$ cat src/rtl/fifo_pop_skid_pkg.sv
// Shared constants and helpers for the FIFO pop-side skid stage.
// Holds default widths, skid depth and the credit check used by the top level.
package fifo_pop_skid_pkg;

  localparam int DEF_DATA_WIDTH = 65;
  localparam int DEF_CNT_WIDTH  = 32;
  localparam int SKID_DEPTH     = 2;
  localparam int OCC_WIDTH      = $clog2(SKID_DEPTH + 1);

  typedef logic [OCC_WIDTH-1:0] occ_t;

  localparam occ_t OCC_ZERO = occ_t'(0);
  localparam occ_t OCC_ONE  = occ_t'(1);
  localparam occ_t OCC_FULL = occ_t'(SKID_DEPTH);

  // Per-cycle events derived from the FIFO return path and the consumer handshake.
  typedef struct packed {
    logic accept;
    logic pop;
    logic overflow;
    logic stray;
  } evt_t;

  // True when a read issued now still fits once every in-flight word has landed.
  function automatic logic has_room(input occ_t occ, input logic inflight, input logic pop);
    logic [OCC_WIDTH:0] credit;
    credit = {1'b0, occ} + {{OCC_WIDTH{1'b0}}, inflight};
    credit = credit - {{OCC_WIDTH{1'b0}}, pop};
    return credit < (OCC_WIDTH + 1)'(SKID_DEPTH);
  endfunction

endpackage

$ cat src/rtl/fifo_pop_skid_skid_buf2.sv
// Two-entry in-order buffer: entry 0 is always the head, entry 1 the tail behind it.
// Head only changes on pop or on a write into an empty buffer, so it holds while stalled.
module skid_buf2
  import fifo_pop_skid_pkg::*;
#(
  parameter int DATA_WIDTH = DEF_DATA_WIDTH
) (
  input  logic                  clk,
  input  logic                  rst_n,
  input  logic                  flush,
  input  logic                  wr,
  input  logic [DATA_WIDTH-1:0] wr_data,
  input  logic                  pop,
  output logic [DATA_WIDTH-1:0] head,
  output occ_t                  occ
);

  logic [DATA_WIDTH-1:0] ent0_q;
  logic [DATA_WIDTH-1:0] ent1_q;
  occ_t                  occ_q;

  always_ff @(posedge clk or negedge rst_n) begin
    if (!rst_n) begin
      ent0_q <= '0;
      ent1_q <= '0;
      occ_q  <= OCC_ZERO;
    end else if (flush) begin
      occ_q <= OCC_ZERO;
    end else begin
      unique case ({wr, pop})
        2'b10: begin
          if (occ_q == OCC_ZERO) begin
            ent0_q <= wr_data;
          end else if (occ_q == OCC_ONE) begin
            ent1_q <= wr_data;
          end
          if (occ_q != OCC_FULL) begin
            occ_q <= occ_q + OCC_ONE;
          end
        end
        2'b01: begin
          ent0_q <= ent1_q;
          if (occ_q != OCC_ZERO) begin
            occ_q <= occ_q - OCC_ONE;
          end
        end
        2'b11: begin
          // Occupancy is unchanged; the new word lands directly behind the surviving one.
          if (occ_q == OCC_FULL) begin
            ent0_q <= ent1_q;
            ent1_q <= wr_data;
          end else begin
            ent0_q <= wr_data;
          end
        end
        default: begin
        end
      endcase
    end
  end

  assign head = ent0_q;
  assign occ  = occ_q;

endmodule

$ cat src/rtl/fifo_pop_skid.sv
// Pop-side skid stage for a FIFO with one-cycle read latency: issues reads on credit, presents a valid/ready head.
// Latency 2 cycles read_en -> Valid_out; Ready_in low stalls the head and stops reads once 2 words are owed.
module fifo_pop_skid
  import fifo_pop_skid_pkg::*;
#(
  parameter int DATA_WIDTH = DEF_DATA_WIDTH,
  parameter int CNT_WIDTH  = DEF_CNT_WIDTH
) (
  input  logic                  Clk,
  input  logic                  Rst_n_in,
  input  logic                  Flush_in,
  input  logic                  Fifo_empty_in,
  input  logic [DATA_WIDTH-1:0] Fifo_data_in,
  input  logic                  Fifo_valid_in,
  output logic                  Fifo_read_en_out,
  output logic [DATA_WIDTH-1:0] Data_out,
  output logic                  Valid_out,
  input  logic                  Ready_in,
  output logic [CNT_WIDTH-1:0]  Count_out,
  output logic                  Err_out
);

  logic                 run_q;
  logic                 inflight_q;
  logic                 flush_q;
  logic [CNT_WIDTH-1:0] count_q;
  logic                 err_q;
  occ_t                 occ;
  evt_t                 evt;

  assign Valid_out = (occ != OCC_ZERO);

  // Returns are dropped during a flush and the cycle after it, since they belong to pre-flush reads.
  always_comb begin
    evt     = '0;
    evt.pop = Valid_out & Ready_in & ~Flush_in;
    if (Fifo_valid_in && !Flush_in && !flush_q) begin
      if (inflight_q) begin
        if ((occ == OCC_FULL) && !evt.pop) begin
          evt.overflow = 1'b1;
        end else begin
          evt.accept = 1'b1;
        end
      end else begin
        evt.stray = 1'b1;
      end
    end
    Fifo_read_en_out = run_q & ~Fifo_empty_in & ~Flush_in & has_room(occ, inflight_q, evt.pop);
  end

  // run_q keeps reads off until the first edge after reset release.
  always_ff @(posedge Clk or negedge Rst_n_in) begin
    if (!Rst_n_in) begin
      run_q      <= 1'b0;
      inflight_q <= 1'b0;
      flush_q    <= 1'b0;
      count_q    <= '0;
      err_q      <= 1'b0;
    end else begin
      run_q      <= 1'b1;
      inflight_q <= Fifo_read_en_out;
      flush_q    <= Flush_in;
      if (evt.pop) begin
        count_q <= count_q + CNT_WIDTH'(1);
      end
      if (evt.overflow || evt.stray) begin
        err_q <= 1'b1;
      end
    end
  end

  skid_buf2 #(
    .DATA_WIDTH(DATA_WIDTH)
  ) u_buf (
    .clk     (Clk),
    .rst_n   (Rst_n_in),
    .flush   (Flush_in),
    .wr      (evt.accept),
    .wr_data (Fifo_data_in),
    .pop     (evt.pop),
    .head    (Data_out),
    .occ     (occ)
  );

  assign Count_out = count_q;
  assign Err_out   = err_q;

endmodule

$ cat config.mk
export PLATFORM = sky130hd
export DESIGN_NAME = fifo_pop_skid
export DESIGN_NICKNAME = d
export VERILOG_FILES = /design/src/rtl/fifo_pop_skid_pkg.sv /design/src/rtl/fifo_pop_skid_skid_buf2.sv /design/src/rtl/fifo_pop_skid.sv
export SDC_FILE = /design/constraint.sdc
export NUM_CORES = 1
export LEC_CHECK = 0
export ABC_AREA = 0
export CELL_PAD_IN_SITES_DETAIL_PLACEMENT = 0
export CELL_PAD_IN_SITES_GLOBAL_PLACEMENT = 1
export CORE_UTILIZATION = 25
export CTS_CLUSTER_SIZE = 25
export DETAILED_ROUTE_END_ITERATION = 6
export GPL_TIMING_DRIVEN = 0
export PLACE_DENSITY_LB_ADDON = 0.1
export SKIP_CTS_REPAIR_TIMING = 1
export SKIP_LAST_GASP = 1
export SLEW_MARGIN = 10
export SYNTH_ARGS = -nofsm -noshare
export SYNTH_HDL_FRONTEND = slang
export SYNTH_SLANG_ARGS = --single-unit
$ cat constraint.sdc
create_clock -name Clk -period 3.7 [get_ports Clk]
set_input_delay 0.555 -clock Clk [delete_from_list [all_inputs] [get_ports Clk]]
set_output_delay 0.555 -clock Clk [all_outputs]
set_load 0.005 [all_outputs]
## Word-level counts from Yosys, hierarchy flattened

Index checks and enable logic that the tools add are counted.

| storage, ports and cells | value |
|---|---|
| flip-flop bits (word level) | 168 |

| cells by class | value |
|---|---|
| $lt $le $gt $ge | 1 |
| equality and inequality tests | 12 |
| bitwise gates (word level) | 7 |
| add/sub/neg operators | 5 |
| reductions and logical operators | 15 |
| multiplexer cells | 18 |

Operator list:

| kind | number |
|---|---|
| 65-bit 2-to-1 mux | 5 |
| 65-bit case mux with 3 select lines | 1 |
| 65-bit case mux with 2 select lines | 1 |
| 32-bit by 1-bit adder with 32-bit output, second input constant | 1 |
| 2-bit 2-to-1 mux | 4 |
| 2-bit == test, second input constant | 3 |
| 1-bit 2-to-1 mux | 6 |
| 2-bit inequality test, second input constant | 3 |
| 3-bit AND reduction | 2 |
| 3-bit nonzero test | 2 |
| 1-bit bitwise AND | 5 |
| 5-bit AND reduction | 1 |
| 2-bit by 1-bit == test with 1-bit output, second input constant | 2 |
| 2-bit by 1-bit inequality test with 1-bit output, second input constant | 2 |
| 2-bit case mux with 2 select lines | 1 |
| 2-bit nonzero test | 2 |
| 2-bit by 1-bit adder with 3-bit output | 1 |
| 1-bit logical AND | 3 |
| 1-bit logical NOT | 3 |
| 3-bit by 2-bit < comparator with 1-bit output, second input constant | 1 |
| 3-bit by 2-bit inequality test with 1-bit output, second input constant | 1 |
| 3-bit inequality test, second input constant | 1 |
| 3-bit by 1-bit subtractor with 3-bit output | 1 |
| 2-bit by 1-bit adder with 2-bit output, second input constant | 1 |
| 4 further kinds | 5 |

## Longest topological paths before layout

| depth | value |
|---|---|
| depth in word-level cells | 11 |
| mapped depth | 10 |

## Modules after synthesis

Synthesis repeated with hierarchy kept, for this count alone.

| unflattened totals | value |
|---|---|
| cell total of the unflattened synthesis | 686 |
| area total of the unflattened synthesis | 7941.4 µm² |

Modules (own cells, without submodules):

| module | seq. area each (µm²) | cells an instance | instances | area an instance (µm²) |
|---|---|---|---|---|
| skid_buf2 | 3303.2 | 538 | 1 | 6281.0 |
| fifo_pop_skid | 900.9 | 148 | 1 | 1660.3 |

## Worst setup path after synthesis

No wires, ideal clock.

| path | value |
|---|---|
| kind | flip-flop to output port |
| start point | register u_buf.occ_q[1], in the netlist u_buf.occ[1] |
| end point | output port Fifo_read_en_out |
| slack | 660 ps |
| buffers on the path | 1 |
| data required time | 3145 ps |
| arrival time | 2485 ps |
| cell stages (with the launch flop) | 11 |
| path through | dfrtp_1 -> inv_1 -> ha_1 -> or3b_1 -> buf_2 -> clkinv_1 -> ha_1 -> nand2b_1 -> fa_1 -> nand2_1 -> nor4_1 |

| between the ends | value |
|---|---|
| word-level cells in the longest chain between the ends | 6 |

RTL lines:

| element | line | text |
|---|---|---|
| from (decl) | fifo_pop_skid_skid_buf2.sv:20 | `occ_t occ_q;` |
| from (signal assigned) | fifo_pop_skid_skid_buf2.sv:38 | `occ_q <= occ_q + OCC_ONE;` |
| from (signal assigned) | fifo_pop_skid_skid_buf2.sv:44 | `occ_q <= occ_q - OCC_ONE;` |
| 2-bit nonzero test | fifo_pop_skid.sv:31 | `assign Valid_out = (occ != OCC_ZERO);` |
| 1-bit bitwise AND (2 in a row) | fifo_pop_skid.sv:36 | `evt.pop = Valid_out & Ready_in & ~Flush_in;` |
| named net u_buf.pop | fifo_pop_skid_skid_buf2.sv:13 | `input logic pop,` |
| 3-bit by 1-bit subtractor with 3-bit output | fifo_pop_skid_pkg.sv:28 | `credit = credit - {{OCC_WIDTH{1'b0}}, pop};` |
| 3-bit by 2-bit < comparator with 1-bit output | fifo_pop_skid_pkg.sv:29 | `return credit < (OCC_WIDTH + 1)'(SKID_DEPTH);` |
| 1-bit bitwise AND | fifo_pop_skid.sv:48 | `Fifo_read_en_out = run_q & ~Fifo_empty_in & ~Flush_in & has_room(occ, inflight_q, evt.pop);` |
| to (decl) | fifo_pop_skid.sv:15 | `output logic Fifo_read_en_out,` |

The timed path passes the listed nets, and every way through them passes these cells.

## Worst setup path after layout

| path | value |
|---|---|
| start point | register u_buf.occ_q[0], in the netlist u_buf.occ[0] |
| end point | output port Fifo_read_en_out |

Same word-level chain as after synthesis.

==> results.cfg <==
[run_status]
outcome = finished, final reports clean

[logic_synthesis]
synth_cells = 589
ys_ff_latch = 168
synth_edf_count = 0
muxShareOfSynthArea_pct = 10.48
synth.area.top_cells = dfrtp_1, mux2_2, o22ai_1, a21oi_1, inv_1
syn-mean-instance-area_um2 = 11.86
yosysWarnings = 0
synth-xor-area-share_pct = 4.012
yosysUniqueCellTypes = 40
synth_top_cell_by_area = dfrtp_1
synth_top_area_share_pct = 60.18
yosysSeqAreaShare_pct = 60.18
synth_simple_gate_area_share_pct = 6.269
synth_top_family_by_area = compound AO/OA/AOI/OAI gates
synth.cells.most_frequent = dfrtp_1, inv_1, a21oi_1, mux2_2, o22ai_1
syn_nets = 666
synth_most_common_cell = dfrtp_1
synth_async_sr_flop_share_pct = 100.0
synth_compound_area_share_pct = 11.34
synth_ff_type = dfrtp_1
synth_fa_ha_area_share_pct = 1.182
synthesis.area_mm2 = 0.006985

[clock_network]
numCtsBuffers = 17
clock-sinks = 168
cts_buffer_depth = 2
cts_tree = yes
cts_root_buffer = clkbuf_16
clk_pin_slew_ns = 0.07
cts-htree-levels = 4
clk_latency_ns = 0.42

[power_and_ir_drop]
p_comb_share_pct = 24.6
irDropWorstVdd_mv = 0.3168
p_seq_share_pct = 43.5
power_mw = 5.604
power_density_mw_per_mm2 = 570.5
internal_power_mw = 4.108
p_switching_mw = 1.496
sw_frac_of_total_pct = 26.69
power_leakage_nw = 4.483
power.share.clock_pct = 31.9

[timing]
max-slew-margin-rel_pct = 43.90
fmax_mhz = 282.8
finalSetupViolations = 0
finalCritPeriodShare_pct = 95.56
worst_pin_slew_ns = 0.8338
finalHoldViolations = 0
fin_skew_ns = 0.01357
fin_crit_ns = 3.536
maxSlewViolCount = 0

[critical_path]
reg2reg_depth = 11
rr_startpoint = u_buf.occ[0]
rrSetupSlack_ns = 1.10
rr_endpoint = inflight_q
path_cells = inv_2, ha_1, or3b_1, buf_6, clkinvlp_4, ha_1, nand2b_1, fa_2, xor2_1, nor4_4, buf_2
cp_slowest_cell = dfrtp_1
arrival_ns = 2.98
cpMostUsedCell = ha_1
crit_path_end_kind = primary output
cp_data_required_time_ns = 3.14
slowest_delay_ns = 0.36
crit_fanout = 7
cp-start-kind = flip-flop
path_class = reg2out
critPathLaunch = u_buf.occ[0]

[finish]
n_antenna_cell = 0
area_delta_synth_final_pct = 40.62
fin_util_pct = 36.15
final_nets = 860
drive_gt1_share_pct = 15.99

[drt]
post_drt_via_cell_ratio = 4.427
drtIter0Drc = 223
drc = 0
final_antenna_net_count = 0
num_vias = 5162
wl_um = 18780
wl_per_cell_um = 16.11
dr.pass1.iters = 4

[grt]
grt_pass1_wl_um = 29910
globalRouteOverflowTotal = 0
antenna_found_initial = 0
grt_usage_pct = 13.62
grt_max_degree = 90
grt_pass1_vias = 5341

[die]
die_h_um = 169.2
ios = 171
rows = 60
die_w_um = 169.2
start_util_pct = 25.70
die-area_mm2 = 0.02862
core_mm2 = 0.02718

[worst_hold_path]
hp-class = in2async

[flow_run]
drv_cap = 0

[placement]
io_buffers = 170
place_congestion = 0.7699
hpwlAfterDp_um = 12920
==> worst max path at each step <==
| stage | end | slack [ns] | cells after the start |
|---|---|---|---|
| 2_1_floorplan | Fifo_read_en_out | 0.66 | 10 |
| 3_3_place_gp | u_buf.head[30] | -5.11 | 1 |
| 3_5_place_dp | Fifo_read_en_out | -0.55 | 10 |
| 4_1_cts | Fifo_read_en_out | -0.62 | 11 |
| 5_1_grt | Fifo_read_en_out | -0.006 | 11 |
| 6_report | Fifo_read_en_out | 0.16 | 11 |
==> critical path: cells and delay by family (launching register included) <==
kind | cells | cell delay (ns)
adders and majority gates | 3 | 0.77
and+or+nand+nor | 3 | 0.74
buffers and inverters | 4 | 0.49
xor gates and xnor gates | 1 | 0.19
DFF | 1 | 0.36
==> final cells by class <==
cell class | instances | area (um^2)
buffer | 33 | 192.7
clock buffer | 18 | 439.2
clock inverter | 12 | 142.6
fill | 2746 | 17350
inverter | 71 | 270.3
multi-input combinational | 317 | 2346
sequential | 168 | 4205
tap | 372 | 465.4
timing repair buffer | 175 | 1762
==> routing by layer <==
layer,GRT usage (%),up-vias,share of wire [%],routed length [um]
li1,-,2438,-,-
met1,18.19,2581,47,8826
met2,21.10,129,46,8640
met3,4.338,14,5.7,1065
met4,3.839,0,1.3,248
met5,0,-,0,0
==> through the flow <==
stage | instances | TNS (ns) | setup WS, ns | hold slack [ns] | area [um^2]
6_report | 1166 | 0 | 0.1643 | 0.08987 | 9823
5_1_grt | 1166 | -0.006429 | -0.006429 | 0.1207 | 9823
4_1_cts | 1162 | -0.6219 | -0.6219 | 0.1250 | 9767
3_5_place_dp | 1132 | -0.5513 | -0.5513 | 0.4698 | 9185
3_3_place_gp | 1131 | -856.67 | -5.113 | 0.4654 | 9153
2_1_floorplan | 589 | 0 | 0.6597 | 0.2594 | 6985
==> cells by family (layout without fill, tap and decap cells) <==
kind of cell    after synthesis  in the layout
compound gates              139            139
xor+xnor                     32             32
fa+ha+maj                     6              6
buf+inv                     104            309
flops                       168            168
mux                          65             65
other cells                   1              1
simple gates                 74             74
==> sequential cells by signal, summed over array words and instances, names as in the netlist <==
name and count:
u_buf.ent1_q 65, u_buf.head 65, Count_out 32, u_buf.occ 2
Err_out 1, flush_q 1, inflight_q 1, run_q 1
==> power groups by stage <==
stage / Combinational [mW] / Sequential (mW) / Clock, mW
after CTS: 1.41 / 2.44 / 1.86
after global routing: 1.52 / 2.49 / 1.94
after detailed placement: 1.40 / 2.47 / 0
after global placement: 1.38 / 2.48 / 0
after floorplan: 0.338 / 2.48 / 0
final: 1.38 / 2.44 / 1.79
==> placed cells by master, fill, tap and decap left out, drive strengths merged, types with 9 or more instances in the layout <==
cell type      netlist  layout
nand3                9       9
inv                 70      74
nand2               16      16
buf                 16      23
a21oi               68      68
nand4               14      14
o22ai               65      65
mux2                65      65
xnor2               25      25
clkdlybuf4s50        0     167
dfrtp              168     168
clkbuf              17      35
(Power assumes the default switching activity.)
